File: config.mk
export PLATFORM = sky130hd
export DESIGN_NAME = jesd_ctrl_char_cgs
export DESIGN_NICKNAME = d
export VERILOG_FILES = /design/src/rtl/jesd_ctrl_char_cgs.sv
export SDC_FILE = /design/constraint.sdc
export NUM_CORES = 1
export LEC_CHECK = 0
export ABC_AREA = 0
export ABC_CLOCK_PERIOD_IN_PS = 9330
export BUFFER_PORTS_ARGS = -buffer_cell sky130_fd_sc_hd__buf_2
export CAP_MARGIN = 15
export CORE_MARGIN = 2
export CORE_UTILIZATION = 50
export DETAILED_ROUTE_END_ITERATION = 10
export GPL_ROUTABILITY_DRIVEN = 0
export PLACE_DENSITY = 0.75
export SLEW_MARGIN = 10
export SYNTH_ARGS = -nofsm -noshare
export SYNTH_HDL_FRONTEND = slang
export SYNTH_SLANG_ARGS = --single-unit
File: constraint.sdc
create_clock -name clk -period 9.33 [get_ports clk]
set_input_delay 2.799 -clock clk [delete_from_list [all_inputs] [get_ports clk]]
set_output_delay 2.799 -clock clk [all_outputs]
set_load 0.03 [all_outputs]
File: src/rtl/jesd_ctrl_char_cgs.sv
// ---------------------------------------------------------------------------
// jesd_ctrl_char_cgs
//
// Purpose: per-octet 8b/10b control-character classifier plus one code-group
// synchronisation (CGS) state machine per receive lane.
//
// Optional feature: define JESD_CTRL_CHAR_STATS_EN to add stat_af_cnt, a
// per-lane saturating count of /A/ and /F/ octets seen while in DATA or CHECK.
//
// Ports:
//   clk          sole clock, rising edge
//   rst          synchronous, active-high reset
//   data_in      decoded octets, lane L octet n at [(L*OCTETS+n)*8 +: 8]
//   is_k         control flag per octet
//   code_err     not-in-table / disparity error per octet
//   valid_in     qualifies data_in, is_k, code_err
//   kcls_out     registered 3-bit class per octet
//   valid_out    valid_in delayed one cycle
//   lane_state   per-lane CGS state (0 INIT, 1 CHECK, 2 DATA); also the
//                debug view of every lane FSM
//   sync_n       registered, low while any lane is in INIT
//   stat_af_cnt  (JESD_CTRL_CHAR_STATS_EN only) 16 bits per lane
//
// Handshake: there is no back-pressure. A word is consumed on every rising
// edge where valid_in=1; with valid_in=0 the lane FSMs hold, the classifier
// still runs, and valid_out follows one cycle later.
// ---------------------------------------------------------------------------
module jesd_ctrl_char_cgs #(
  parameter int LANES      = 2,
  parameter int OCTETS     = 2,
  parameter int K_THRESH   = 4,
  parameter int ERR_THRESH = 3
) (
  input  logic                        clk,
  input  logic                        rst,
  input  logic [LANES*OCTETS*8-1:0]   data_in,
  input  logic [LANES*OCTETS-1:0]     is_k,
  input  logic [LANES*OCTETS-1:0]     code_err,
  input  logic                        valid_in,
  output logic [LANES*OCTETS*3-1:0]   kcls_out,
  output logic                        valid_out,
  output logic [LANES*2-1:0]          lane_state,
  output logic                        sync_n
`ifdef JESD_CTRL_CHAR_STATS_EN
  ,
  output logic [LANES*16-1:0]         stat_af_cnt
`endif
);

  localparam int NOCT = LANES * OCTETS;
  localparam logic [3:0] K_TH   = 4'(K_THRESH);
  localparam logic [3:0] ERR_TH = 4'(ERR_THRESH);

  typedef enum logic [1:0] {
    ST_INIT  = 2'd0,
    ST_CHECK = 2'd1,
    ST_DATA  = 2'd2
  } cgs_state_t;

  typedef struct packed {
    cgs_state_t state;
    logic [3:0] k_cnt;
    logic [2:0] err_cnt;
    logic [2:0] good_cnt;
  } lane_ctx_t;

  // Octet class: 0 data, 1 K28.5, 2 K28.0, 3 K28.3, 4 K28.4, 5 K28.7,
  // 6 other legal K, 7 illegal K.
  function automatic logic [2:0] classify(input logic [7:0] d, input logic k);
    logic [2:0] cls;
    cls = 3'd0;
    if (k) begin
      case (d)
        8'hBC:   cls = 3'd1;
        8'h1C:   cls = 3'd2;
        8'h7C:   cls = 3'd3;
        8'h9C:   cls = 3'd4;
        8'hFC:   cls = 3'd5;
        8'h3C, 8'h5C, 8'hDC,
        8'hF7, 8'hFB, 8'hFD, 8'hFE:
                 cls = 3'd6;
        default: cls = 3'd7;
      endcase
    end
    return cls;
  endfunction

  // Advance one lane context by exactly one octet.
  function automatic lane_ctx_t step_octet(input lane_ctx_t c,
                                           input logic [2:0] cls,
                                           input logic cerr);
    lane_ctx_t n;
    logic      bad;
    n   = c;
    bad = cerr || (cls == 3'd7);
    case (c.state)
      ST_INIT: begin
        if ((cls == 3'd1) && !cerr) begin
          if ((c.k_cnt + 4'd1) >= K_TH) begin
            n.state = ST_DATA;
            n.k_cnt = 4'd0;
          end else begin
            n.k_cnt = c.k_cnt + 4'd1;
          end
        end else begin
          n.k_cnt = 4'd0;
        end
      end
      ST_DATA: begin
        if (bad) begin
          n.state    = ST_CHECK;
          n.err_cnt  = 3'd1;
          n.good_cnt = 3'd0;
        end
      end
      ST_CHECK: begin
        if (bad) begin
          if (({1'b0, c.err_cnt} + 4'd1) >= ERR_TH) begin
            n = '0;  // back to INIT with every counter cleared
          end else begin
            n.err_cnt  = c.err_cnt + 3'd1;
            n.good_cnt = 3'd0;
          end
        end else if (c.good_cnt == 3'd3) begin
          // fourth good octet forgives one error
          n.good_cnt = 3'd0;
          n.err_cnt  = c.err_cnt - 3'd1;
          if (c.err_cnt == 3'd1) n.state = ST_DATA;
        end else begin
          n.good_cnt = c.good_cnt + 3'd1;
        end
      end
      default: n = '0;
    endcase
    return n;
  endfunction

  logic [NOCT*3-1:0] kcls_c;
  lane_ctx_t         ctx_q [LANES];
  lane_ctx_t         ctx_d [LANES];
  lane_ctx_t         lane_c;
  logic [2:0]        cls_v;
  logic              sync_d;
`ifdef JESD_CTRL_CHAR_STATS_EN
  logic [15:0]       af_q [LANES];
  logic [15:0]       af_d [LANES];
`endif

  always_comb begin
    kcls_c = '0;
    for (int i = 0; i < NOCT; i++) begin
      kcls_c[i*3 +: 3] = classify(data_in[i*8 +: 8], is_k[i]);
    end
  end

  // Next-state: octets of a word are applied in order, so a transition taken
  // at octet n already governs octet n+1 of the same word.
  always_comb begin
    lane_c = '0;
    cls_v  = '0;
    for (int l = 0; l < LANES; l++) begin
      ctx_d[l] = ctx_q[l];
`ifdef JESD_CTRL_CHAR_STATS_EN
      af_d[l]  = af_q[l];
`endif
    end
    if (valid_in) begin
      for (int l = 0; l < LANES; l++) begin
        lane_c = ctx_q[l];
        for (int n = 0; n < OCTETS; n++) begin
          cls_v = kcls_c[(l*OCTETS+n)*3 +: 3];
`ifdef JESD_CTRL_CHAR_STATS_EN
          if ((lane_c.state != ST_INIT) && ((cls_v == 3'd3) || (cls_v == 3'd5))
              && (af_d[l] != 16'hFFFF)) begin
            af_d[l] = af_d[l] + 16'd1;
          end
`endif
          lane_c = step_octet(lane_c, cls_v, code_err[l*OCTETS+n]);
        end
        ctx_d[l] = lane_c;
      end
    end
    sync_d = 1'b1;
    for (int l = 0; l < LANES; l++) begin
      if (ctx_d[l].state == ST_INIT) sync_d = 1'b0;
    end
  end

  always_ff @(posedge clk) begin
    if (rst) begin
      for (int l = 0; l < LANES; l++) begin
        ctx_q[l] <= '0;
`ifdef JESD_CTRL_CHAR_STATS_EN
        af_q[l]  <= '0;
`endif
      end
      kcls_out  <= '0;
      valid_out <= 1'b0;
      sync_n    <= 1'b0;
    end else begin
      for (int l = 0; l < LANES; l++) begin
        ctx_q[l] <= ctx_d[l];
`ifdef JESD_CTRL_CHAR_STATS_EN
        af_q[l]  <= af_d[l];
`endif
      end
      kcls_out  <= kcls_c;
      valid_out <= valid_in;
      sync_n    <= sync_d;
    end
  end

  always_comb begin
    lane_state = '0;
    for (int l = 0; l < LANES; l++) begin
      lane_state[l*2 +: 2] = ctx_q[l].state;
    end
  end

`ifdef JESD_CTRL_CHAR_STATS_EN
  always_comb begin
    stat_af_cnt = '0;
    for (int l = 0; l < LANES; l++) begin
      stat_af_cnt[l*16 +: 16] = af_q[l];
    end
  end
`endif

endmodule

==> impl_metrics.env, run 1 <==
export IMPL_async_flop_share_pct=0
export IMPL_worstPathArrival_ns=5.98
export IMPL_synth_area_mm2=0.00372
export IMPL_drc=0
export IMPL_reg2reg_from="ctx_q[0][0]$_SDFFE_PP0P_"
export IMPL_num_nets_final=609
export IMPL_tns_ns=0
export IMPL_drive_gt1_share_pct=16.0
export IMPL_ys_seq_area_share_pct=20.5
export IMPL_nFillCells=678
export IMPL_die_h_um=90.2
export IMPL_power_leakage_uw=0.00168
export IMPL_synth_seq_cells=38
export IMPL_first_iter_violations=373
export IMPL_initial_core_util_pct=51.5
export IMPL_yosys_top_cells_area="dfxtp_1 20%, ha_1 7.7%, nor2_1 4.8%"
export IMPL_grt_pass1_wl_um=16500
export IMPL_wl_met2_um=4310
export IMPL_maxUsedRoutingLayer="met4"
export IMPL_std_cell_rows=31
export IMPL_via_per_inst=6.28
export IMPL_syn_area_per_cell_um2=7.50
export IMPL_die_area_mm2=0.00814
export IMPL_yosysWarnings=0
export IMPL_finClkSkew_ns=0.0108
export IMPL_synthTopCellsByCount="48 x nor2_1, 44 x nand2_1, 38 x dfxtp_1"
export IMPL_fmax_mhz=174
export IMPL_gr_total_overflow=0
export IMPL_clock_sinks=38
export IMPL_cp_max_fo=12
export IMPL_synth_top_area_share_pct=20.5
export IMPL_cts_buffers=5
export IMPL_regArea_um2=761
export IMPL_synth_edf_count=0
export IMPL_status="finished, final reports clean"
export IMPL_hp_class="reg -> reg"
export IMPL_cts_tree="built"
export IMPL_ff2ff_path_depth=9
export IMPL_synth_most_common_cell="nor2_1"
export IMPL_grt_start_max_net_pins=35
export IMPL_clkLatencyLatePin_ns=0.30
export IMPL_slew_headroom_pct=32.9
export IMPL_final_core_util_pct=57.2
export IMPL_io_pins=61
export IMPL_critical_path_class="in -> reg"
export IMPL_grt_pass1_vias=3608
export IMPL_cp_endpoint="sync_n$_SDFF_PP0_"
export IMPL_max_slew_worst_pin_slew_ns=0.990
export IMPL_end_kind="flip-flop"
export IMPL_crit_path_start_kind="primary input"
export IMPL_final_hold_viol_count=0
export IMPL_root_buffer="clkbuf_8"
export IMPL_wl_um=9900
export IMPL_multi_input_area_mm2=0.00275
export IMPL_h_tree_depth=2
export IMPL_track_usage_pct=23.8
export IMPL_numPortBuffers=60
export IMPL_ir_drop_mv=0.0962
export IMPL_setup_viol=0
export IMPL_period_minus_slack_ns=5.76
export IMPL_required_ns=9.55
export IMPL_cts_hold_buffers=0
export IMPL_cap_violations=0
export IMPL_critPathLaunch="data_in[1]"
export IMPL_maxSlewViolCount=0
export IMPL_r2r_slack_ns=5.97
export IMPL_wl_per_cell_um=15.4
export IMPL_ctsResizeCount=0
export IMPL_fp_coreArea_mm2=0.00721
export IMPL_clkTransAtPathRegs_ns=0.08
export IMPL_wl_met1_um=4660
export IMPL_detail_route_antenna_nets=0
export IMPL_die_w_um=90.2
export IMPL_ys_flop_type="dfxtp_1"
export IMPL_post_cts_buffers=0
export IMPL_power_density_mw_per_mm2=101
export IMPL_synth_fp_nets=562
export IMPL_period_share_pct=61.7
export IMPL_clockBufferDepth=2
export IMPL_wl_met3_um=759
export IMPL_synth_largest_area_cell="dfxtp_1"
export IMPL_drtPass1Iterations=8
export IMPL_vias=4037
export IMPL_syn_inst=496
export IMPL_antennaDiodeCount=0
export IMPL_worstReg2RegEnd="sync_n$_SDFF_PP0_"
export IMPL_rsz0062_at_grt="no"
export IMPL_synthToLayoutAreaGrowth_pct=11.1
export IMPL_dp_hpwl_um=7470
export IMPL_synthDistinctLibCells=68
export IMPL_antenna_found_initial=0
==> flip-flops by register name (all words and copies together), names as in the netlist <==
name	flops
ctx_q	24
valid_out	1
kcls_out	12
sync_n	1
==> where the power goes <==
part / total [µW] / internal, µW / switching (µW)
sequential: 177 / 169 / 7.82
clock: 121 / 59.7 / 61.3
combinational: 121 / 45.4 / 75.3
total: 419 / 275 / 144
==> layout make-up <==
type | instances | area share [%]
Multi-Input combinational cell | 411 | 66.6
Sequential cell | 38 | 18.4
Inverter | 27 | 2.45
Clock buffer | 7 | 2.09
Clock inverter | 1 | 0.121
Timing Repair Buffer | 60 | 7.27
Tap cell | 99 | 3.00
==> layer usage <==
metal | global-route usage (%) | vias to the layer above
met5 | 0 | -
met4 | 6.79 | 0
met3 | 4.02 | 22
met2 | 37.3 | 190
met1 | 33.7 | 1841
li1 | - | 1984
==> stage by stage <==
| step | instance area, µm² | hold slack (ns) | power [µW] | worst slack (ns) | instances |
|---|---|---|---|---|---|
| after floorplan | 3720 | 0.439 | 265 | 3.94 | 496 |
| after global placement | 4040 | 0.457 | 297 | 3.51 | 635 |
| after detailed placement | 4040 | 0.465 | 300 | 3.36 | 635 |
| after CTS | 4130 | 0.480 | 420 | 3.65 | 643 |
| after global routing | 4130 | 0.504 | 442 | 3.21 | 643 |
| final | 4130 | 0.479 | 419 | 3.57 | 643 |
==> worst max-delay path, cell delays in order <==
cell       delay, ns
buf_2           0.12
nand3b_1        0.17
o21ai_0         0.30
a22oi_1         0.36
o311ai_1        0.95
ha_1            0.36
inv_1           0.08
a2111oi_2       0.41
o21ai_0         0.21
a32oi_1         0.22
==> logic make-up (layout without fill, tap and decap cells) <==
family / after synthesis / after routing / synth area share, %
simple gates: 205 / 205 / 29.6
mux: 5 / 5 / 1.68
fa+ha+maj: 23 / 23 / 7.74
compound gates: 168 / 168 / 32.6
flops: 38 / 38 / 20.5
buf+inv: 47 / 95 / 5.52
xor+xnor: 10 / 10 / 2.36
==> how the worst min path moves through the flow <==
stage	from	to	cells after the start
final	ctx_q[0][14]$_SDFFE_PP0P_	ctx_q[0][14]$_SDFFE_PP0P_	2
after detailed placement	ctx_q[0][14]$_SDFFE_PP0P_	ctx_q[0][14]$_SDFFE_PP0P_	2
after floorplan	ctx_q[0][2]$_SDFFE_PP0P_	ctx_q[0][2]$_SDFFE_PP0P_	2
after global placement	ctx_q[0][2]$_SDFFE_PP0P_	ctx_q[0][2]$_SDFFE_PP0P_	2
after CTS	ctx_q[0][14]$_SDFFE_PP0P_	ctx_q[0][14]$_SDFFE_PP0P_	2
after global routing	ctx_q[0][2]$_SDFFE_PP0P_	ctx_q[0][2]$_SDFFE_PP0P_	2
==> layout by cell type (no fill, tap or decap), drive strengths merged, types with 4 or more instances in the layout <==
cell    count
a211oi     11
o311ai      6
inv        27
or2         4
nand2      44
nand3b      5
o21ai      28
buf        60
a32oi       5
nor4bb      4
nand2b     11
nor2b       5
xnor2       7
a211o       5
nor3b       5
and4        6
and3        6
or3         4
nor4        4
o31ai       4
and2        8
nand3      10
a21o       10
a311oi      7
dfxtp      38
nor2       48
mux2i       5
nand4       7
ha         23
a31oi      14
nor3       23
a22o        4
nor4b       5
o211ai     10
clkbuf      7
a21oi      35
(Power assumes the default switching activity.)
==> run 2: changes to the inputs <==
--- a/config.mk
+++ b/config.mk
@@ -5,15 +5,15 @@
 export SDC_FILE = /design/constraint.sdc
 export NUM_CORES = 1
 export LEC_CHECK = 0
-export ABC_AREA = 0
-export ABC_CLOCK_PERIOD_IN_PS = 9330
+export ABC_AREA = 1
+export ABC_CLOCK_PERIOD_IN_PS = 4700
 export BUFFER_PORTS_ARGS = -buffer_cell sky130_fd_sc_hd__buf_2
 export CAP_MARGIN = 15
 export CORE_MARGIN = 2
 export CORE_UTILIZATION = 50
 export DETAILED_ROUTE_END_ITERATION = 10
 export GPL_ROUTABILITY_DRIVEN = 0
-export PLACE_DENSITY = 0.75
+export PLACE_DENSITY = 0.77
 export SLEW_MARGIN = 10
 export SYNTH_ARGS = -nofsm -noshare
 export SYNTH_HDL_FRONTEND = slang
==> constraint.sdc (replaced) <==
create_clock -name clk -period 4.7 [get_ports clk]
set_input_delay 1.41 -clock clk [delete_from_list [all_inputs] [get_ports clk]]
set_output_delay 1.41 -clock clk [all_outputs]
set_load 0.03 [all_outputs]
==> run 2 against run 1 <==
  * Clock skew shrank 0.0057 ns
  * Highest routed layer unchanged
  * Clock-buffer cell count shrank 1
  * Non-clock buffer count is the same
==> impl_metrics.env, run 2 <==
export IMPL_synth_edf_count=0
export IMPL_worstPathArrival_ns=4.15
export IMPL_root_buffer="clkbuf_8"
export IMPL_clock_sinks=38
export IMPL_yosys_top_cells_area="dfxtp_1 19%, nand2_1 18%, inv_1 8.8%"
export IMPL_die_w_um=94.1
export IMPL_mostFrequentLayoutCells="192 x nand2_1, 95 x inv_1, 73 x nor2_1, 60 x buf_2, 47 x nand3_1"
export IMPL_antennaDiodeCount=0
export IMPL_cap_violations=0
export IMPL_power_density_mw_per_mm2=179
export IMPL_end_kind="flip-flop"
export IMPL_vias=4336
export IMPL_slew_headroom_pct=56.3
export IMPL_ir_drop_mv=0.126
export IMPL_drtPass1Iterations=4
export IMPL_cts_hold_buffers=0
export IMPL_hold_end="ctx_q[0][8]$_SDFFE_PP0P_"
export IMPL_nFillCells=775
export IMPL_grt_pass1_wl_um=16800
export IMPL_detail_route_antenna_nets=0
export IMPL_h_tree_depth=2
export IMPL_drc=0
export IMPL_synth_largest_area_cell="dfxtp_1"
export IMPL_final_common_cell="nand2_1"
export IMPL_path_cells="buf_2, nand2_1, inv_1, nand2_1, nand2_1, nand2_1, nand2_1, nor2_1, o21ai_2, nand2_2, nand2_2, nand2_2, nand2_1, o41ai_2, ha_1, inv_1, nor2_2, nand2_1, nand2_1, nand2_1, a21oi_2, nand3_1, nand2_1, nor2_1"
export IMPL_swShare_pct=26.7
export IMPL_crit_path_max_incr_delay_ns=0.34
export IMPL_top_regs="ctx_q: 24 flops, kcls_out: 12 flops"
export IMPL_synthTopCellsByCount="192 x nand2_1, 95 x inv_1, 73 x nor2_1"
export IMPL_setup_ws_ns=0.752
export IMPL_std_cell_rows=32
export IMPL_required_ns=4.90
export IMPL_die_h_um=94.1
export IMPL_die_area_mm2=0.00886
export IMPL_regMostFlops="ctx_q"
export IMPL_cts_buffers=5
export IMPL_antenna_found_initial=0
export IMPL_async_flop_share_pct=0
export IMPL_ys_seq_area_share_pct=18.7
export IMPL_grt_pass1_vias=4152
export IMPL_first_iter_violations=170
export IMPL_post_cts_buffers=0
export IMPL_fmax_mhz=253
export IMPL_reg2reg_from="ctx_q[0][15]$_SDFFE_PP0P_"
export IMPL_clkTransAtPathRegs_ns=0.08
export IMPL_synth_fp_nets=743
export IMPL_synthToLayoutAreaGrowth_pct=11.8
export IMPL_r2r_slack_ns=1.83
export IMPL_wl_per_cell_um=11.5
export IMPL_crit_top_cell="nand2_1"
export IMPL_wl_um=9600
export IMPL_hp_class="reg -> reg"
export IMPL_gr_total_overflow=0
export IMPL_track_usage_pct=22.9
export IMPL_tns_ns=0
export IMPL_period_share_pct=84.0
export IMPL_final_hold_viol_count=0
export IMPL_grt_start_max_net_pins=36
export IMPL_synth_most_common_cell="nand2_1"
export IMPL_power_frac_clock_pct=43.5
export IMPL_finClkSkew_ns=0.00508
export IMPL_setup_viol=0
export IMPL_dpl_worst_slack_ns=0.513
export IMPL_period_minus_slack_ns=3.95
export IMPL_min_path_cells=2
export IMPL_io_pins=61
export IMPL_clkLatencyLatePin_ns=0.30
export IMPL_drive_gt1_share_pct=19.2
export IMPL_numPortBuffers=60
export IMPL_combPwrFrac_pct=15.8
export IMPL_synth_area_mm2=0.00406
export IMPL_slowest_stage="o41ai_2"
export IMPL_ctsResizeCount=0
export IMPL_cellInternalPower_uw=595
export IMPL_max_slew_worst_pin_slew_ns=0.655
export IMPL_num_nets_final=794
export IMPL_cpLargestDelayFamily="simple AND/OR/NAND/NOR gates"
export IMPL_status="finished, final reports clean"
export IMPL_fp_coreArea_mm2=0.00781
export IMPL_ys_flop_type="dfxtp_1"
export IMPL_critical_path_class="in -> reg"
export IMPL_synth_top_area_share_pct=18.7
export IMPL_critPathBufInv=3
export IMPL_rsz0062_at_grt="no"
export IMPL_cts_tree="built"
export IMPL_via_per_inst=5.22
export IMPL_largest_reg_flops=24
export IMPL_yosysWarnings=0
export IMPL_dp_hpwl_um=7610
export IMPL_power_switching_uw=217
export IMPL_cp_max_fo=12
export IMPL_worstHoldStart="ctx_q[0][8]$_SDFFE_PP0P_"
export IMPL_seq_power_share_pct=40.6
export IMPL_syn_inst=677
export IMPL_initial_core_util_pct=52.0
export IMPL_synth_seq_cells=38
export IMPL_syn_area_per_cell_um2=6.00
export IMPL_worstReg2RegEnd="ctx_q[0][16]$_SDFFE_PP0P_"
export IMPL_synthDistinctLibCells=46
export IMPL_maxSlewViolCount=0
export IMPL_clockBufferDepth=2
export IMPL_crit_path_start_kind="primary input"
export IMPL_power_leakage_uw=0.00237
export IMPL_ff2ff_path_depth=15
run 2: cell type report:
| cell class | instances | area, µm² | area share (%) |
|---|---|---|---|
| well taps | 102 | 128 | 2.81 |
| inverters | 103 | 387 | 8.52 |
| multi-input cells | 520 | 2820 | 62.1 |
| clock buffers | 6 | 82.6 | 1.82 |
| repair buffers | 60 | 300 | 6.62 |
| flip-flops and latches | 38 | 761 | 16.8 |
| clock inverters | 2 | 60.1 | 1.32 |
run 2: power groups by stage:
stage                     clock network [µW]  registers, µW  logic [µW]
after floorplan                            0            351        74.2
after global placement                     0            337         124
after detailed placement                   0            337         129
after CTS                                358            330         129
after global routing                     370            330         145
final                                    353            330         129
run 2: how the worst max path moves through the flow:
stage	startpoint	endpoint	cells past startpoint
floorplan	data_in[16]	sync_n$_SDFF_PP0_	22
global placement	data_in[16]	sync_n$_SDFF_PP0_	22
detailed placement	data_in[17]	sync_n$_SDFF_PP0_	22
CTS	data_in[17]	sync_n$_SDFF_PP0_	22
global route	data_in[16]	ctx_q[0][17]$_SDFFE_PP0P_	22
finish	data_in[21]	sync_n$_SDFF_PP0_	24
run 2: per-stage QoR:
stage	power [µW]	instance area (µm²)	hold WS (ns)	utilization, %	std cells
finish	812	4540	0.492	58.1	831
global route	846	4540	0.525	58.1	831
CTS	817	4540	0.493	58.1	831
global placement	461	4400	0.482	56.3	823
floorplan	425	4060	0.461	-	677
detailed placement	466	4400	0.481	56.3	823
run 2: worst register-to-register path, stage by stage (launching register included):
cell and delay, ns:
dfxtp_1 0.44, inv_1 0.13, ha_1 0.22, a311oi_1 0.40, o21ai_1 0.24, nand3b_1 0.22
nand2_1 0.14, inv_1 0.09, ha_1 0.29, nand2_1 0.08, o21ai_1 0.07, a21oi_1 0.14
nand2_1 0.07, o21ai_1 0.09, nand2_1 0.06, a21oi_1 0.13
run 2: cell families after synthesis:
| group | after synthesis | share of synthesized area, % |
|---|---|---|
| and+or+nand+nor | 406 | 47.4 |
| buffers and inverters | 119 | 11.8 |
| AOI/OAI and AO/OA | 83 | 13.2 |
| DFF | 38 | 18.7 |
| adders and majority gates | 23 | 7.09 |
| xor gates and xnor gates | 8 | 1.73 |
run 2: routing by layer:
metal  up-vias  GRT usage, %  part of all wire, %  wire length (µm)
met1      1954          26.2                   43              4140
met2       101          42.8                   51              4910
met3        18          3.37                  4.0               381
met5         -             0                    0                 0
met4         0          7.85                  1.7               160
li1       2263             -                    -                 -
==> run 3: changes to the inputs <==
--- a/config.mk
+++ b/config.mk
@@ -6,14 +6,14 @@
 export NUM_CORES = 1
 export LEC_CHECK = 0
 export ABC_AREA = 1
-export ABC_CLOCK_PERIOD_IN_PS = 4700
+export ABC_CLOCK_PERIOD_IN_PS = 3900
 export BUFFER_PORTS_ARGS = -buffer_cell sky130_fd_sc_hd__buf_2
 export CAP_MARGIN = 15
 export CORE_MARGIN = 2
 export CORE_UTILIZATION = 50
 export DETAILED_ROUTE_END_ITERATION = 10
 export GPL_ROUTABILITY_DRIVEN = 0
-export PLACE_DENSITY = 0.77
+export PLACE_DENSITY = 0.74
 export SLEW_MARGIN = 10
 export SYNTH_ARGS = -nofsm -noshare
 export SYNTH_HDL_FRONTEND = slang
==> constraint.sdc (replaced) <==
create_clock -name clk -period 3.9 [get_ports clk]
set_input_delay 1.17 -clock clk [delete_from_list [all_inputs] [get_ports clk]]
set_output_delay 1.17 -clock clk [all_outputs]
set_load 0.03 [all_outputs]
==> run 3 against run 2 <==
  * Clock-buffer cell count shrank 1
  * Die area is the same
  * Critical path depth is the same
  * Critical path type unchanged
  * Clock power shrank 24%
  * Core utilization shrank 0.32 points
  * Sequential share of layout area grew 0.093 points
  * Final area shrank 0.55%
  * Routed wire length grew 1.3%
  * Global-route usage grew 0.63 points
  * Clock skew grew 0.0015 ns
  * Non-clock buffer count grew 3
==> impl_metrics.env, run 3 (synthesis results as in run 2) <==
export IMPL_status="finished, final reports clean"
export IMPL_largest_reg_flops=24
export IMPL_first_iter_violations=223
export IMPL_worstHoldStart="ctx_q[0][13]$_SDFFE_PP0P_"
export IMPL_period_minus_slack_ns=3.52
export IMPL_hold_end="ctx_q[0][13]$_SDFFE_PP0P_"
export IMPL_cap_violations=0
export IMPL_die_area_mm2=0.00886
export IMPL_post_cts_buffers=0
export IMPL_power_leakage_uw=0.00235
export IMPL_root_buffer="clkbuf_8"
export IMPL_grt_pass1_vias=4143
export IMPL_drc=0
export IMPL_slowest_stage="o41ai_4"
export IMPL_path_cells="buf_2, nand2_1, inv_1, nand2_1, nand2_1, nand2_1, nand2_1, nor2_1, o21ai_2, nand2_2, nand2_2, nand2_4, nand2_1, o41ai_4, ha_1, inv_1, nor2_2, nand2_1, a21oi_1, o21ai_0, nand2_1, nand2_1, nand2_1, a21oi_1"
export IMPL_r2r_slack_ns=1.11
export IMPL_final_core_util_pct=57.8
export IMPL_top_regs="ctx_q: 24 flops, kcls_out: 12 flops"
export IMPL_max_slew_worst_pin_slew_ns=0.667
export IMPL_numPortBuffers=60
export IMPL_drive_gt1_share_pct=19.4
export IMPL_die_w_um=94.1
export IMPL_regArea_um2=761
export IMPL_worstPathArrival_ns=3.68
export IMPL_period_share_pct=90.3
export IMPL_reg2reg_from="ctx_q[0][15]$_SDFFE_PP0P_"
export IMPL_clock_sinks=38
export IMPL_ff2ff_path_depth=19
export IMPL_rsz0062_at_grt="no"
export IMPL_tns_ns=0
export IMPL_io_pins=61
export IMPL_min_path_cells=2
export IMPL_p_total_uw=826
export IMPL_crit_path_start_kind="primary input"
export IMPL_grt_pass1_wl_um=17300
export IMPL_fmax_mhz=284
export IMPL_slew_headroom_pct=55.5
export IMPL_end_kind="flip-flop"
export IMPL_power_density_mw_per_mm2=183
export IMPL_finClkSkew_ns=0.00655
export IMPL_wl_per_cell_um=11.7
export IMPL_vias=4339
export IMPL_cp_max_fo=12
export IMPL_gr_total_overflow=0
export IMPL_fp_coreArea_mm2=0.00781
export IMPL_initial_core_util_pct=52.0
export IMPL_grt_start_max_net_pins=36
export IMPL_mostFrequentLayoutCells="192 x nand2_1, 95 x inv_1, 73 x nor2_1, 60 x buf_2, 47 x nand3_1"
export IMPL_clkTransAtPathRegs_ns=0.08
export IMPL_std_cell_rows=32
export IMPL_worstReg2RegEnd="sync_n$_SDFF_PP0_"
export IMPL_nFillCells=755
export IMPL_required_ns=4.06
export IMPL_num_nets_final=797
export IMPL_cts_tree="built"
export IMPL_cts_hold_buffers=0
export IMPL_final_common_cell="nand2_1"
export IMPL_clkLatencyLatePin_ns=0.30
export IMPL_cpLargestDelayFamily="simple AND/OR/NAND/NOR gates"
export IMPL_clockBufferDepth=2
export IMPL_antennaDiodeCount=0
export IMPL_track_usage_pct=23.5
export IMPL_ir_drop_mv=0.0963
export IMPL_detail_route_antenna_nets=0
export IMPL_final_cells=833
export IMPL_h_tree_depth=2
export IMPL_crit_top_cell="nand2_1"
export IMPL_multi_input_area_mm2=0.00284
export IMPL_cts_buffers=5
export IMPL_drtPass1Iterations=5
export IMPL_via_per_inst=5.21
export IMPL_dp_hpwl_um=7650
export IMPL_setup_viol=0
export IMPL_crit_path_max_incr_delay_ns=0.27
export IMPL_wl_um=9720
export IMPL_final_hold_viol_count=0
export IMPL_critical_path_class="in -> reg"
export IMPL_maxSlewViolCount=0
export IMPL_dpl_cell_count=826
export IMPL_ctsResizeCount=0
export IMPL_synthToLayoutAreaGrowth_pct=11.2
export IMPL_antenna_found_initial=0
export IMPL_hp_class="reg -> reg"
export IMPL_critPathBufInv=3
export IMPL_regMostFlops="ctx_q"
export IMPL_die_h_um=94.1
run 3: cell types whose count changed in the layout (fill, tap and decap cells not counted):
cell,previous run,this run
o41ai_2,1,0
nand2_2,25,24
bufinv_16,2,0
clkinv_2,0,2
nand2_4,7,8
o41ai_4,0,1
buf_4,0,3
clkbuf_8,6,5
run 3: layout make-up:
type | count | share of cell area, %
multi-input combinational | 520 | 62.8
sequential | 38 | 16.9
inverter | 103 | 8.57
timing repair buffer | 63 | 7.15
tap | 102 | 2.83
clock buffer | 5 | 1.52
clock inverter | 2 | 0.222
run 3: worst max-delay path by stage:
stage,end,depth (start not counted),startpoint,slack [ns]
after floorplan,sync_n$_SDFF_PP0_,22,data_in[16],0.46
after global placement,sync_n$_SDFF_PP0_,24,data_in[18],0.15
after detailed placement,sync_n$_SDFF_PP0_,24,data_in[21],0.004
after CTS,sync_n$_SDFF_PP0_,24,data_in[21],0.31
after global routing,sync_n$_SDFF_PP0_,24,data_in[21],0.03
final,ctx_q[0][17]$_SDFFE_PP0P_,24,data_in[21],0.38
run 3: through the flow:
step | worst slack (ns) | hold WS (ns) | cell area [µm²]
6_report | 0.380 | 0.506 | 4510
5_1_grt | 0.0279 | 0.527 | 4510
4_1_cts | 0.309 | 0.504 | 4500
3_5_place_dp | 0.00447 | 0.492 | 4420
3_3_place_gp | 0.151 | 0.480 | 4420
2_1_floorplan | 0.456 | 0.461 | 4060
run 3: routing by layer:
layer / vias to the layer above / part of all wire [%] / global-route usage [%]
met1: 1969 / 43 / 26.6
met2: 93 / 52 / 45.0
met3: 14 / 4.0 / 4.25
met5: - / 0 / 0
met4: 0 / 1.3 / 5.56
li1: 2263 / - / -
run 3: worst reg2reg max path, cell delays in order (launching register included):
cell	delay (ns)
dfxtp_1	0.44
inv_1	0.13
ha_1	0.22
a311oi_1	0.44
nand2_1	0.09
nand3_1	0.10
nand3_1	0.13
nand2_4	0.15
inv_1	0.08
ha_1	0.19
nand3_1	0.09
nor2_1	0.06
nand2_1	0.09
nand2_1	0.05
a21oi_1	0.13
nand2_1	0.06
nand2_1	0.07
nand3_1	0.07
nand2_1	0.06
nor2_1	0.05
run 3: where the power goes:
group	switching [µW]	internal [µW]	leakage, µW	total [µW]
Sequential	2.01	395	0.000310	397
Combinational	108	49.8	0.00200	158
Clock	150	120	0.0000438	270
